===== config.mk =====
export PLATFORM = sky130hd
export DESIGN_NAME = uart_pixel_framer
export DESIGN_NICKNAME = d
export VERILOG_FILES = /design/src/rtl/definitions_pkg.sv /design/src/rtl/sync_fifo.sv /design/src/rtl/uart_pixel_framer.sv
export SDC_FILE = /design/constraint.sdc
export NUM_CORES = 1
export LEC_CHECK = 0
export ABC_CLOCK_PERIOD_IN_PS = 3560
export CAP_MARGIN = 20
export CORE_MARGIN = 10
export CORE_UTILIZATION = 55
export CTS_BUF_LIST = sky130_fd_sc_hd__clkbuf_4
export CTS_CLUSTER_SIZE = 12
export DETAILED_ROUTE_END_ITERATION = 12
export PLACE_DENSITY = 0.75
export SLEW_MARGIN = 20
export SYNTH_ARGS = -nofsm -noshare
export SYNTH_HDL_FRONTEND = slang
export SYNTH_SLANG_ARGS = --single-unit

===== constraint.sdc =====
create_clock -name clk -period 3.56 [get_ports clk]
set_input_delay 0.712 -clock clk [delete_from_list [all_inputs] [get_ports clk]]
set_output_delay 0.712 -clock clk [all_outputs]
set_load 0.02 [all_outputs]

===== src/rtl/definitions_pkg.sv =====
// Shared types for the UART pixel framer: parser states, FIFO entry layout, default sync marker.
// FRAMER_CHECKSUM_EN adds the CHECK state used for the trailing XOR byte.
package definitions_pkg;

   localparam logic [7:0] DEFAULT_SYNC_BYTE = 8'hA5;

   typedef enum logic [2:0] {
      ST_HUNT,
      ST_LEN_HI,
      ST_LEN_LO,
`ifdef FRAMER_CHECKSUM_EN
      ST_PAYLOAD,
      ST_CHECK
`else
      ST_PAYLOAD
`endif
   } parser_state_t;

   typedef struct packed {
      logic       last;
      logic [7:0] dat;
   } pix_entry_t;

endpackage


===== src/rtl/sync_fifo.sv =====
// Single-clock FIFO with registered pointers; head is read combinationally, no fall-through.
// Push while full is accepted only when a pop happens in the same cycle, otherwise it is dropped.
module sync_fifo #(
   parameter int DEPTH = 4,
   parameter int WIDTH = 9
) (
   input  logic             clk,
   input  logic             rst,
   input  logic             push,
   input  logic [WIDTH-1:0] push_dat,
   input  logic             pop,
   output logic [WIDTH-1:0] pop_dat,
   output logic             full,
   output logic             empty
);

   localparam int AW = $clog2(DEPTH);
   localparam logic [AW:0] PTR_ONE = {{AW{1'b0}}, 1'b1};

   logic [WIDTH-1:0] mem_q [DEPTH];
   logic [AW:0]      wr_ptr_q;
   logic [AW:0]      rd_ptr_q;
   logic             wr_en;
   logic             rd_en;

   // The extra MSB on each pointer separates full from empty when the indices match.
   assign empty   = (wr_ptr_q == rd_ptr_q);
   assign full    = (wr_ptr_q[AW] != rd_ptr_q[AW]) && (wr_ptr_q[AW-1:0] == rd_ptr_q[AW-1:0]);
   assign rd_en   = pop && !empty;
   assign wr_en   = push && (!full || rd_en);
   assign pop_dat = mem_q[rd_ptr_q[AW-1:0]];

   always_ff @(posedge clk) begin
      if (rst) begin
         wr_ptr_q <= '0;
         rd_ptr_q <= '0;
      end else begin
         if (wr_en) wr_ptr_q <= wr_ptr_q + PTR_ONE;
         if (rd_en) rd_ptr_q <= rd_ptr_q + PTR_ONE;
      end
   end

   always_ff @(posedge clk) begin
      if (wr_en) mem_q[wr_ptr_q[AW-1:0]] <= push_dat;
   end

endmodule


===== src/rtl/uart_pixel_framer.sv =====
// Parses SYNC/LEN_HI/LEN_LO/payload frames from a UART byte stream into a pixel FIFO; FRAMER_CHECKSUM_EN adds a trailing XOR byte.
// One cycle rx_done-to-pix_valid; the UART side cannot stall, so a full FIFO drops the byte and pulses overrun.
module uart_pixel_framer
   import definitions_pkg::*;
#(
   parameter int         FIFO_DEPTH = 4,
   parameter logic [7:0] SYNC_BYTE  = DEFAULT_SYNC_BYTE
) (
   input  logic       clk,
   input  logic       rst,
   input  logic [7:0] rx_data,
   input  logic       rx_done,
   output logic [7:0] pix_data,
   output logic       pix_valid,
   input  logic       pix_ready,
   output logic       pix_last,
   output logic       frame_ok,
   output logic       frame_err,
   output logic       overrun
);

   parser_state_t state_q, state_d;
   logic [15:0]   len_q, len_d;
   logic [15:0]   cnt_q, cnt_d;
   logic          err_q, err_d;
   logic          ok_q, ok_d;
   logic          ferr_q, ferr_d;
   logic          ovr_q;
`ifdef FRAMER_CHECKSUM_EN
   logic [7:0]    acc_q, acc_d;
`endif

   logic          push;
   logic          push_last;
   logic          drop;
   logic          fifo_full;
   logic          fifo_empty;
   pix_entry_t    push_entry;
   pix_entry_t    head_entry;

   // A pop frees a slot in the same cycle, so only a stalled full FIFO loses a byte.
   assign drop = rx_done && (state_q == ST_PAYLOAD) && fifo_full && !pix_ready;
   assign push_entry = {push_last, rx_data};

   sync_fifo #(
      .DEPTH (FIFO_DEPTH),
      .WIDTH ($bits(pix_entry_t))
   ) u_fifo (
      .clk      (clk),
      .rst      (rst),
      .push     (push),
      .push_dat (push_entry),
      .pop      (pix_ready),
      .pop_dat  (head_entry),
      .full     (fifo_full),
      .empty    (fifo_empty)
   );

   // The head slot is never reset, so mask it while empty.
   assign pix_valid = !fifo_empty;
   assign pix_data  = fifo_empty ? 8'h00 : head_entry.dat;
   assign pix_last  = fifo_empty ? 1'b0  : head_entry.last;
   assign frame_ok  = ok_q;
   assign frame_err = ferr_q;
   assign overrun   = ovr_q;

   always_comb begin
      state_d   = state_q;
      len_d     = len_q;
      cnt_d     = cnt_q;
      err_d     = err_q;
      ok_d      = 1'b0;
      ferr_d    = 1'b0;
      push      = 1'b0;
      push_last = 1'b0;
`ifdef FRAMER_CHECKSUM_EN
      acc_d     = acc_q;
`endif
      if (rx_done) begin
         case (state_q)
            ST_HUNT: begin
               if (rx_data == SYNC_BYTE) state_d = ST_LEN_HI;
            end
            ST_LEN_HI: begin
               len_d[15:8] = rx_data;
               state_d     = ST_LEN_LO;
            end
            ST_LEN_LO: begin
               len_d[7:0] = rx_data;
               if ({len_q[15:8], rx_data} == 16'd0) begin
                  ferr_d  = 1'b1;
                  state_d = ST_HUNT;
               end else begin
                  cnt_d   = 16'd0;
                  err_d   = 1'b0;
`ifdef FRAMER_CHECKSUM_EN
                  acc_d   = 8'h00;
`endif
                  state_d = ST_PAYLOAD;
               end
            end
            ST_PAYLOAD: begin
               push      = 1'b1;
               push_last = (cnt_q == len_q - 16'd1);
               cnt_d     = cnt_q + 16'd1;
               if (drop) err_d = 1'b1;
`ifdef FRAMER_CHECKSUM_EN
               acc_d = acc_q ^ rx_data;
               if (push_last) state_d = ST_CHECK;
`else
               if (push_last) begin
                  ok_d    = !(err_q || drop);
                  ferr_d  = err_q || drop;
                  state_d = ST_HUNT;
               end
`endif
            end
`ifdef FRAMER_CHECKSUM_EN
            ST_CHECK: begin
               ok_d    = (rx_data == acc_q) && !err_q;
               ferr_d  = !((rx_data == acc_q) && !err_q);
               state_d = ST_HUNT;
            end
`endif
            default: state_d = ST_HUNT;
         endcase
      end
   end

   always_ff @(posedge clk) begin
      if (rst) begin
         state_q <= ST_HUNT;
         len_q   <= 16'd0;
         cnt_q   <= 16'd0;
         err_q   <= 1'b0;
         ok_q    <= 1'b0;
         ferr_q  <= 1'b0;
         ovr_q   <= 1'b0;
`ifdef FRAMER_CHECKSUM_EN
         acc_q   <= 8'h00;
`endif
      end else begin
         state_q <= state_d;
         len_q   <= len_d;
         cnt_q   <= cnt_d;
         err_q   <= err_d;
         ok_q    <= ok_d;
         ferr_q  <= ferr_d;
         ovr_q   <= drop;
`ifdef FRAMER_CHECKSUM_EN
         acc_q   <= acc_d;
`endif
      end
   end

endmodule


Word-level counts from Yosys, hierarchy flattened

Memories as Yosys holds them, arrays and structs flattened. A register that Yosys moved wholly into a read port is not among the register bits.
Index checks and enable logic that the tools add are counted.

Register bits after elaboration: 45
RAM bits: 36
Input port bits: 12
Output and inout port bits: 13
Memories: 1

Add/sub/neg operators: 4
Equality and inequality tests: 12
Muxes and demuxes: 22
Bitwise gates (word level): 3
Reduce and logical (&&, ||, !) cells: 22

Memory list:

| name         | depth | bits a word | rd ports | clocked after memory_dff | wr ports | line            | RTL |
|---|---|---|---|---|---|---|---|
| u_fifo.mem_q | 4     | 9           | 1        | 1                        | 1        | sync_fifo.sv:20 | `logic [WIDTH-1:0] mem_q [DEPTH];` |

Operators with widths:

| cell                                                | count |
|---|---|
| case mux 16 bit (2 select lines)                    | 1 |
| adder 16 x 1 -> 16 bit, second input constant       | 1 |
| equality test 16 bit                                | 1 |
| zero test 16 bit                                    | 1 |
| two-way mux 16 bit                                  | 1 |
| subtractor 16 x 1 -> 16 bit, second input constant  | 1 |
| case mux 3 bit (4 select lines)                     | 1 |
| two-way mux 1 bit                                   | 11 |
| equality test 8 bit, second input constant          | 1 |
| two-way mux 8 bit                                   | 1 |
| adder 3 x 1 -> 3 bit, second input constant         | 2 |
| equality test 3 x 2 -> 1 bit, second input constant | 2 |
| logical AND 1 bit                                   | 6 |
| two-way mux 2 bit                                   | 3 |
| two-way mux 3 bit                                   | 2 |
| != test 2 bit, second input constant                | 3 |
| AND reduction 3 bit                                 | 2 |
| zero test 1 bit                                     | 4 |
| case mux 1 bit (2 select lines)                     | 2 |
| AND reduction 2 bit                                 | 2 |
| AND reduction 4 bit                                 | 1 |
| OR reduction 4 bit                                  | 1 |
| equality test 3 x 1 -> 1 bit, second input constant | 1 |
| equality test 3 bit                                 | 1 |
| other kinds (8)                                     | 11 |

Longest topological paths before layout

Gate-level depths: netlist (run 1).

Depth in word-level cells: 7
Depth in mapped cells: 8
Depth with buffers taken out: 8

By module

From an unflattened synthesis (run 1), not the netlist that was laid out.

Cell total of the unflattened synthesis: 378
Area total of the unflattened synthesis: 4125.2 µm²

By module, submodules not included:

| module            | instances | cells an instance | area each (µm²) |
|---|---|---|---|
| uart_pixel_framer | 1         | 276               | 2283.4 |
| sync_fifo         | 1         | 102               | 1841.8 |

Worst setup path after synthesis (run 1)

Ideal clock, no wire load.

Path type: register to register
Start: register len_q[0]
End: memory u_fifo.mem_q[0][8] (data pin)
Library setup time: 0.167 ns
Arrival time: 2.439 ns
Data required time: 3.393 ns
Slack: 0.954 ns
Stages on the path, launching flop included: 9
Buffers on the path: 0
Period minus slack after synthesis: 2.606 ns
Cell sequence: dfxtp_1 inv_1 ha_1 nor3b_1 nor3b_1 o2111ai_1 a2111o_1 or4_4 nor2_1

Word-level cells in the longest chain between the ends: 4

RTL lines:

| what                        | line                     | RTL |
|---|---|---|
| from (decl)                 | uart_pixel_framer.sv:23  | `logic [15:0] len_q, len_d;` |
| from (signal assigned)      | uart_pixel_framer.sv:144 | `len_q <= len_d;` |
| subtractor 16 x 1 -> 16 bit | uart_pixel_framer.sv:104 | `push_last = (cnt_q == len_q - 16'd1);` |
| equality test 16 bit        | uart_pixel_framer.sv:104 |  |
| two-way mux 1 bit           | uart_pixel_framer.sv:80  | `case (state_q)` |
| two-way mux 1 bit           | uart_pixel_framer.sv:79  | `if (rx_done) begin` |
| via push_last               | uart_pixel_framer.sv:34  | `logic push_last;` |
| to (decl)                   | sync_fifo.sv:20          |  |

The timed path passes the listed nets, and every way through them passes these cells.

==> results.json, run 1 <==
{
  "outcome": "completed",
  "multi_input_area_um2": 1790,
  "insertion_delay_ns": 0.44,
  "finish.cell_count_without_fillers": 481,
  "cts.repair_timing.setup_buffer_count": 0,
  "filler_cell_count": 558,
  "design_power_total_mw": 1.58,
  "final_max_slew_viol_count": 0,
  "ir_worst_vdd_mv": 0.150,
  "cp_slowest_stage_delay_ns": 0.72,
  "die_area_um2": 10800,
  "syn-mean-instance-area_um2": 11.0,
  "start_util": 0.569,
  "grt_overflow": 0,
  "hpwl_um": 5890,
  "via_per_inst": 5.63,
  "holdWs_ns": 0.474,
  "core_um2": 6830,
  "synth_ff_type": "dfxtp_1",
  "final-setup-viol-count": 0,
  "synth_async_sr_flop_share": 0,
  "dpl-instance-area_um2": 4240,
  "cts-buffers-inserted": 9,
  "tns_ns": 0,
  "post_cts_resize_count": 0,
  "max_cap_viol_count": 0,
  "worstSetupEndpointType": "primary output",
  "required_ns": 2.85,
  "timing_worst_setup_path_type": "reg -> out",
  "synth.yosys.seq_area_share": 0.515,
  "grt_setup_unrepaired": "no",
  "drt-total-wl_um": 7980,
  "layout.cells.most_common": "nor2_1",
  "grt_antenna_before_repair": 0,
  "power_density_nw_per_um2": 360,
  "final.setup_skew_ns": 0.0119,
  "drt_pass1_iterations": 5,
  "postSynthCellCount": 352,
  "yosys_warnings": 0,
  "design.portCount": 25,
  "buf_inv_on_cp": 1,
  "post-route-util": 0.642,
  "globalRoute.busiestLayer": "met2",
  "nNetsFinal": 399,
  "vias": 2706,
  "clk_pin_slew_ns": 0.13,
  "synthToLayoutAreaGrowth_pct": 12.9,
  "global_route_wire_length_before_repair_um": 13300,
  "critPathMaxFanout": 9,
  "register_area_um2": 2000,
  "timing.final.hold_violations": 0,
  "synth_edf_count": 36,
  "cts_tree": "built",
  "ctsHtreeMaxLevel": 3,
  "timing.final.crit_share": 0.882,
  "grt_max_degree": 27,
  "hold_buffers": 0,
  "fin_ws_ns": 0.421,
  "io_buffers": 24,
  "dp_cells": 465,
  "cp_cell_sequence": "mux4_2 > and2_1 > clkdlybuf4s50_1",
  "most-common-layout-cells": "nor2_1 (50), dfxtp_1 (46), edfxtp_1 (36)",
  "die_width_um": 104,
  "cts_root_buf": "clkbuf_4",
  "fmaxAchievable_ghz": 0.319,
  "worst_setup_path_start_kind": "flip-flop",
  "finish.instance_area_um2": 4390,
  "dp_worst_setup_slack_ns": 0.553,
  "finalWeightedCongestion": 0.875,
  "gr-usage-all-layers": 0.150,
  "die_height_um": 104,
  "syn-num-nets": 371,
  "leakage_nw": 1.61,
  "worst-slew-pin-transition_ns": 0.662,
  "ff2ff_setup_slack_ns": 0.53,
  "cp_data_arrival_time_ns": 2.43,
  "detailedRoute.firstIterationViolations": 218,
  "synth.ff_latch_count": 82,
  "hold_class": "reg -> reg",
  "first_global_vias": 2619,
  "global_route_track_usage_on_met3": 0.0328,
  "insertedDiodeCount": 0,
  "synth_area_um2": 3890,
  "period_needed_ns": 3.14,
  "timing.slew.headroom": 0.555,
  "critPathTopFamily": "flip-flops",
  "detail_route.drc_violations": 0,
  "globalRouteMet1Util": 0.190,
  "clkSinkCount": 82,
  "wl_per_cell_um": 16.6,
  "ctsLongestPathBuffers": 2,
  "yosysUniqueCellTypes": 51,
  "crit_path_max_delay_cell_type": "dfxtp_1",
  "ant_nets": 0,
  "layout-drive-gt1-share": 0.106,
  "placement_rows": 30,
  "grt_util_met2": 0.238
}
[per-layer routing]
layer | share of wire | wire, um | up-vias
met4 | 0.019 | 150 | 0
met5 | 0 | 0 | -
li1 | - | - | 1334
met3 | 0.040 | 319 | 13
met1 | 0.46 | 3710 | 1303
met2 | 0.48 | 3800 | 56
[cells by family after synthesis]
family / synth area share
xor+xnor: 0.0856
compound gates: 0.0592
fa+ha+maj: 0.0225
mux: 0.0959
buf+inv: 0.0241
simple gates: 0.198
flops: 0.515
[worst paths after layout]
kind / endpoint / from / cells after the start
worst max-delay path: pix_data[0] / flip-flop / 3
worst max register to register: u_fifo.mem_q[2][8]$_DFFE_PP_ / len_q[0]$_SDFFE_PP0P_ / 8
worst min register to register: frame_ok$_SDFF_PP0_ / err_q$_SDFFE_PP0P_ / 1
worst min-delay path: frame_ok$_SDFF_PP0_ / err_q$_SDFFE_PP0P_ / 1
[synthesized netlist by cell type, types with 8 or more instances]
| library cell | n | area (um2) |
|---|---|---|
| a21oi_1 | 9 | 45.0 |
| and2_1 | 14 | 87.6 |
| clkbuf_1 | 13 | 48.8 |
| dfxtp_1 | 46 | 921 |
| edfxtp_1 | 36 | 1080 |
| inv_1 | 8 | 30.0 |
| mux2i_1 | 17 | 170 |
| mux4_2 | 9 | 203 |
| nand2_1 | 13 | 48.8 |
| nand3_1 | 12 | 60.1 |
| nand4_1 | 8 | 50.1 |
| nor2_1 | 50 | 188 |
| nor3_1 | 9 | 45.0 |
| nor4_1 | 8 | 50.1 |
| xnor2_1 | 19 | 166 |
| xor2_1 | 19 | 166 |
[layout make-up]
type                            instances  share of cell area
Multi-Input combinational cell        247               0.408
Clock buffer                            9              0.0154
Clock inverter                          7              0.0174
Inverter                                8             0.00684
Timing Repair Buffer                   32              0.0684
Tap cell                               96              0.0274
Sequential cell                        82               0.456
[worst register-to-register path, cell delays in order, from the launching register on]
cell,delay [ns]
dfxtp_1,0.37
inv_1,0.07
ha_1,0.23
nor3b_1,0.57
nor3b_1,0.25
o2111ai_1,0.14
a2111o_1,0.38
or4_4,0.58
nor2_1,0.25
[power by group]
group | internal [mW] | switching (mW) | leakage, nW | total [mW]
Clock | 0.219 | 0.338 | 0.0729 | 0.557
Combinational | 0.0181 | 0.0247 | 0.847 | 0.0428
Sequential | 0.979 | 0.000209 | 0.695 | 0.980
Total | 1.22 | 0.363 | 1.61 | 1.58
[registers in the layout, summed over array words and instances, names as in the netlist, named ones only]
signal and flops:
len_q 16, state_q 2, u_fifo.wr_ptr_q 3, u_fifo.mem_q 36
frame_err 1, cnt_q 16, u_fifo.rd_ptr_q 3, overrun 1
frame_ok 1, err_q 1
No activity file was read; power rests on OpenSTA's default activity.
==> inputs of run 2 (changes only) <==
--- a/config.mk
+++ b/config.mk
@@ -12,7 +12,8 @@
 export CTS_BUF_LIST = sky130_fd_sc_hd__clkbuf_4
 export CTS_CLUSTER_SIZE = 12
 export DETAILED_ROUTE_END_ITERATION = 12
-export PLACE_DENSITY = 0.75
+export DONT_BUFFER_PORTS = 1
+export PLACE_DENSITY = 0.7
 export SLEW_MARGIN = 20
 export SYNTH_ARGS = -nofsm -noshare
 export SYNTH_HDL_FRONTEND = slang
==> results.json, run 2 (same netlist as run 1, synthesis figures left out) <==
{
  "outcome": "completed",
  "leakage_nw": 1.49,
  "buf_inv_on_cp": 1,
  "cts.repair_timing.setup_buffer_count": 0,
  "ir_worst_vdd_mv": 0.316,
  "largest_register_ff_count": 36,
  "fin_ws_ns": 0.612,
  "clk_pin_slew_ns": 0.14,
  "design.portCount": 25,
  "first_global_vias": 2471,
  "dpl-instance-area_um2": 3950,
  "hold_buffers": 0,
  "core_um2": 6830,
  "layout.cells.most_common": "nor2_1",
  "globalRouteMet1Util": 0.188,
  "cts_root_buf": "clkbuf_4",
  "grt_util_met2": 0.224,
  "vias": 2558,
  "drt_pass1_iterations": 4,
  "seq_power_share": 0.665,
  "final_max_slew_viol_count": 0,
  "cts-buffers-inserted": 9,
  "worst_setup_path_start_kind": "flip-flop",
  "timing.final.hold_violations": 0,
  "grt_overflow": 0,
  "ant_nets": 0,
  "via_per_inst": 5.68,
  "most-common-layout-cells": "nor2_1 (50), dfxtp_1 (46), edfxtp_1 (36)",
  "fmaxAchievable_ghz": 0.339,
  "max_cap_viol_count": 0,
  "insertion_delay_ns": 0.42,
  "wl_per_cell_um": 16.8,
  "grt_max_degree": 31,
  "power_density_nw_per_um2": 362,
  "cp_common_cell": "nor3b_1",
  "power_frac_clock": 0.330,
  "cp_cell_sequence": "inv_1 > ha_1 > nor3b_1 > nor3b_1 > o2111ai_1 > a2111o_1 > or4_4 > nor2_1",
  "hpwl_um": 5500,
  "critPathMaxFanout": 6,
  "ff2ff_setup_slack_ns": 0.61,
  "tns_ns": 0,
  "required_ns": 3.81,
  "grt_antenna_before_repair": 0,
  "worst-slew-pin-transition_ns": 0.823,
  "detailedRoute.firstIterationViolations": 155,
  "globalRoute.busiestLayer": "met2",
  "insertedDiodeCount": 0,
  "global_route_track_usage_on_met3": 0.0440,
  "die_height_um": 104,
  "cp_slowest_stage_delay_ns": 0.60,
  "power.share.switching": 0.232,
  "global_route_wire_length_before_repair_um": 12800,
  "cp_data_arrival_time_ns": 3.20,
  "final-setup-viol-count": 0,
  "ctsLongestPathBuffers": 2,
  "cts_tree": "built",
  "nNetsFinal": 368,
  "timing.slew.headroom": 0.446,
  "clkSinkCount": 82,
  "critPathTopFamily": "simple AND/OR/NAND/NOR gates",
  "finalWeightedCongestion": 0.895,
  "timing.final.crit_share": 0.828,
  "final.setup_skew_ns": 0.00774,
  "die_width_um": 104,
  "synthToLayoutAreaGrowth_pct": 4.76,
  "start_util": 0.569,
  "design_power_total_mw": 1.47,
  "power.combinational.fraction": 0.005,
  "drt-total-wl_um": 7550,
  "gr-usage-all-layers": 0.144,
  "crit_path_max_delay_cell_type": "or4_4",
  "dp_worst_setup_slack_ns": 0.658,
  "worstSetupEndpointType": "flip-flop",
  "grt_setup_unrepaired": "no",
  "reported_net_switching_power_mw": 0.342,
  "io_buffers": 0,
  "finish.instance_area_um2": 4070,
  "post_cts_resize_count": 0,
  "die_area_um2": 10800,
  "ctsHtreeMaxLevel": 3,
  "detail_route.drc_violations": 0,
  "cellInternalPower_mw": 1.13,
  "period_needed_ns": 2.95,
  "hold_class": "in -> reg",
  "placement_rows": 30,
  "layout-drive-gt1-share": 0.0932,
  "timing_worst_setup_path_type": "reg -> reg"
}
==> run 2: worst reg2reg max path, delay by kind of cell, from the launching register on <==
family	cells	cell delay, ns
AND/OR/NAND/NOR	4	1.59
adder cells (fa/ha/maj)	1	0.21
flip-flops	1	0.38
buffers and inverters	1	0.07
AO/OA/AOI/OAI	2	0.53
==> run 2: per-stage QoR <==
step	instances	util	hold slack, ns
finish	450	0.596	0.341
global route	450	0.596	0.283
CTS	450	0.596	0.305
detailed placement	434	0.578	0.471
global placement	434	0.578	0.458
floorplan	352	-	0.434
==> run 2: layout make-up <==
class | count | area, um2
Fill cell | 603 | 2760
Inverter | 8 | 30.0
Tap cell | 96 | 120
Clock inverter | 7 | 53.8
Clock buffer | 9 | 67.6
Multi-Input combinational cell | 247 | 1790
Sequential cell | 82 | 2000
Timing Repair Buffer | 1 | 7.51
==> run 2: per-layer routing <==
metal  vias to the layer above  share of wire
li1                       1263              -
met2                        43           0.46
met5                         -              0
met1                      1245           0.48
met3                         7          0.049
met4                         0          0.010
==> run 2: path summary, 6_finish.rpt <==
check,from,endpoint,cells after the start
max,len_q[0]$_SDFFE_PP0P_,u_fifo.mem_q[0][8]$_DFFE_PP_,8
min,rst,u_fifo.wr_ptr_q[1]$_SDFFE_PP0P_,1
max reg2reg,len_q[0]$_SDFFE_PP0P_,u_fifo.mem_q[0][8]$_DFFE_PP_,8
min reg2reg,err_q$_SDFFE_PP0P_,frame_ok$_SDFF_PP0_,1
==> run 2: power by group through the flow <==
stage | combinational, mW | clock (mW) | sequential [mW]
2_1_floorplan | 0.0109 | 0 | 1.00
5_1_grt | 0.00877 | 0.551 | 0.980
3_5_place_dp | 0.00784 | 0 | 1.00
3_3_place_gp | 0.00794 | 0 | 1.00
6_report | 0.00778 | 0.487 | 0.980
4_1_cts | 0.00789 | 0.505 | 0.980
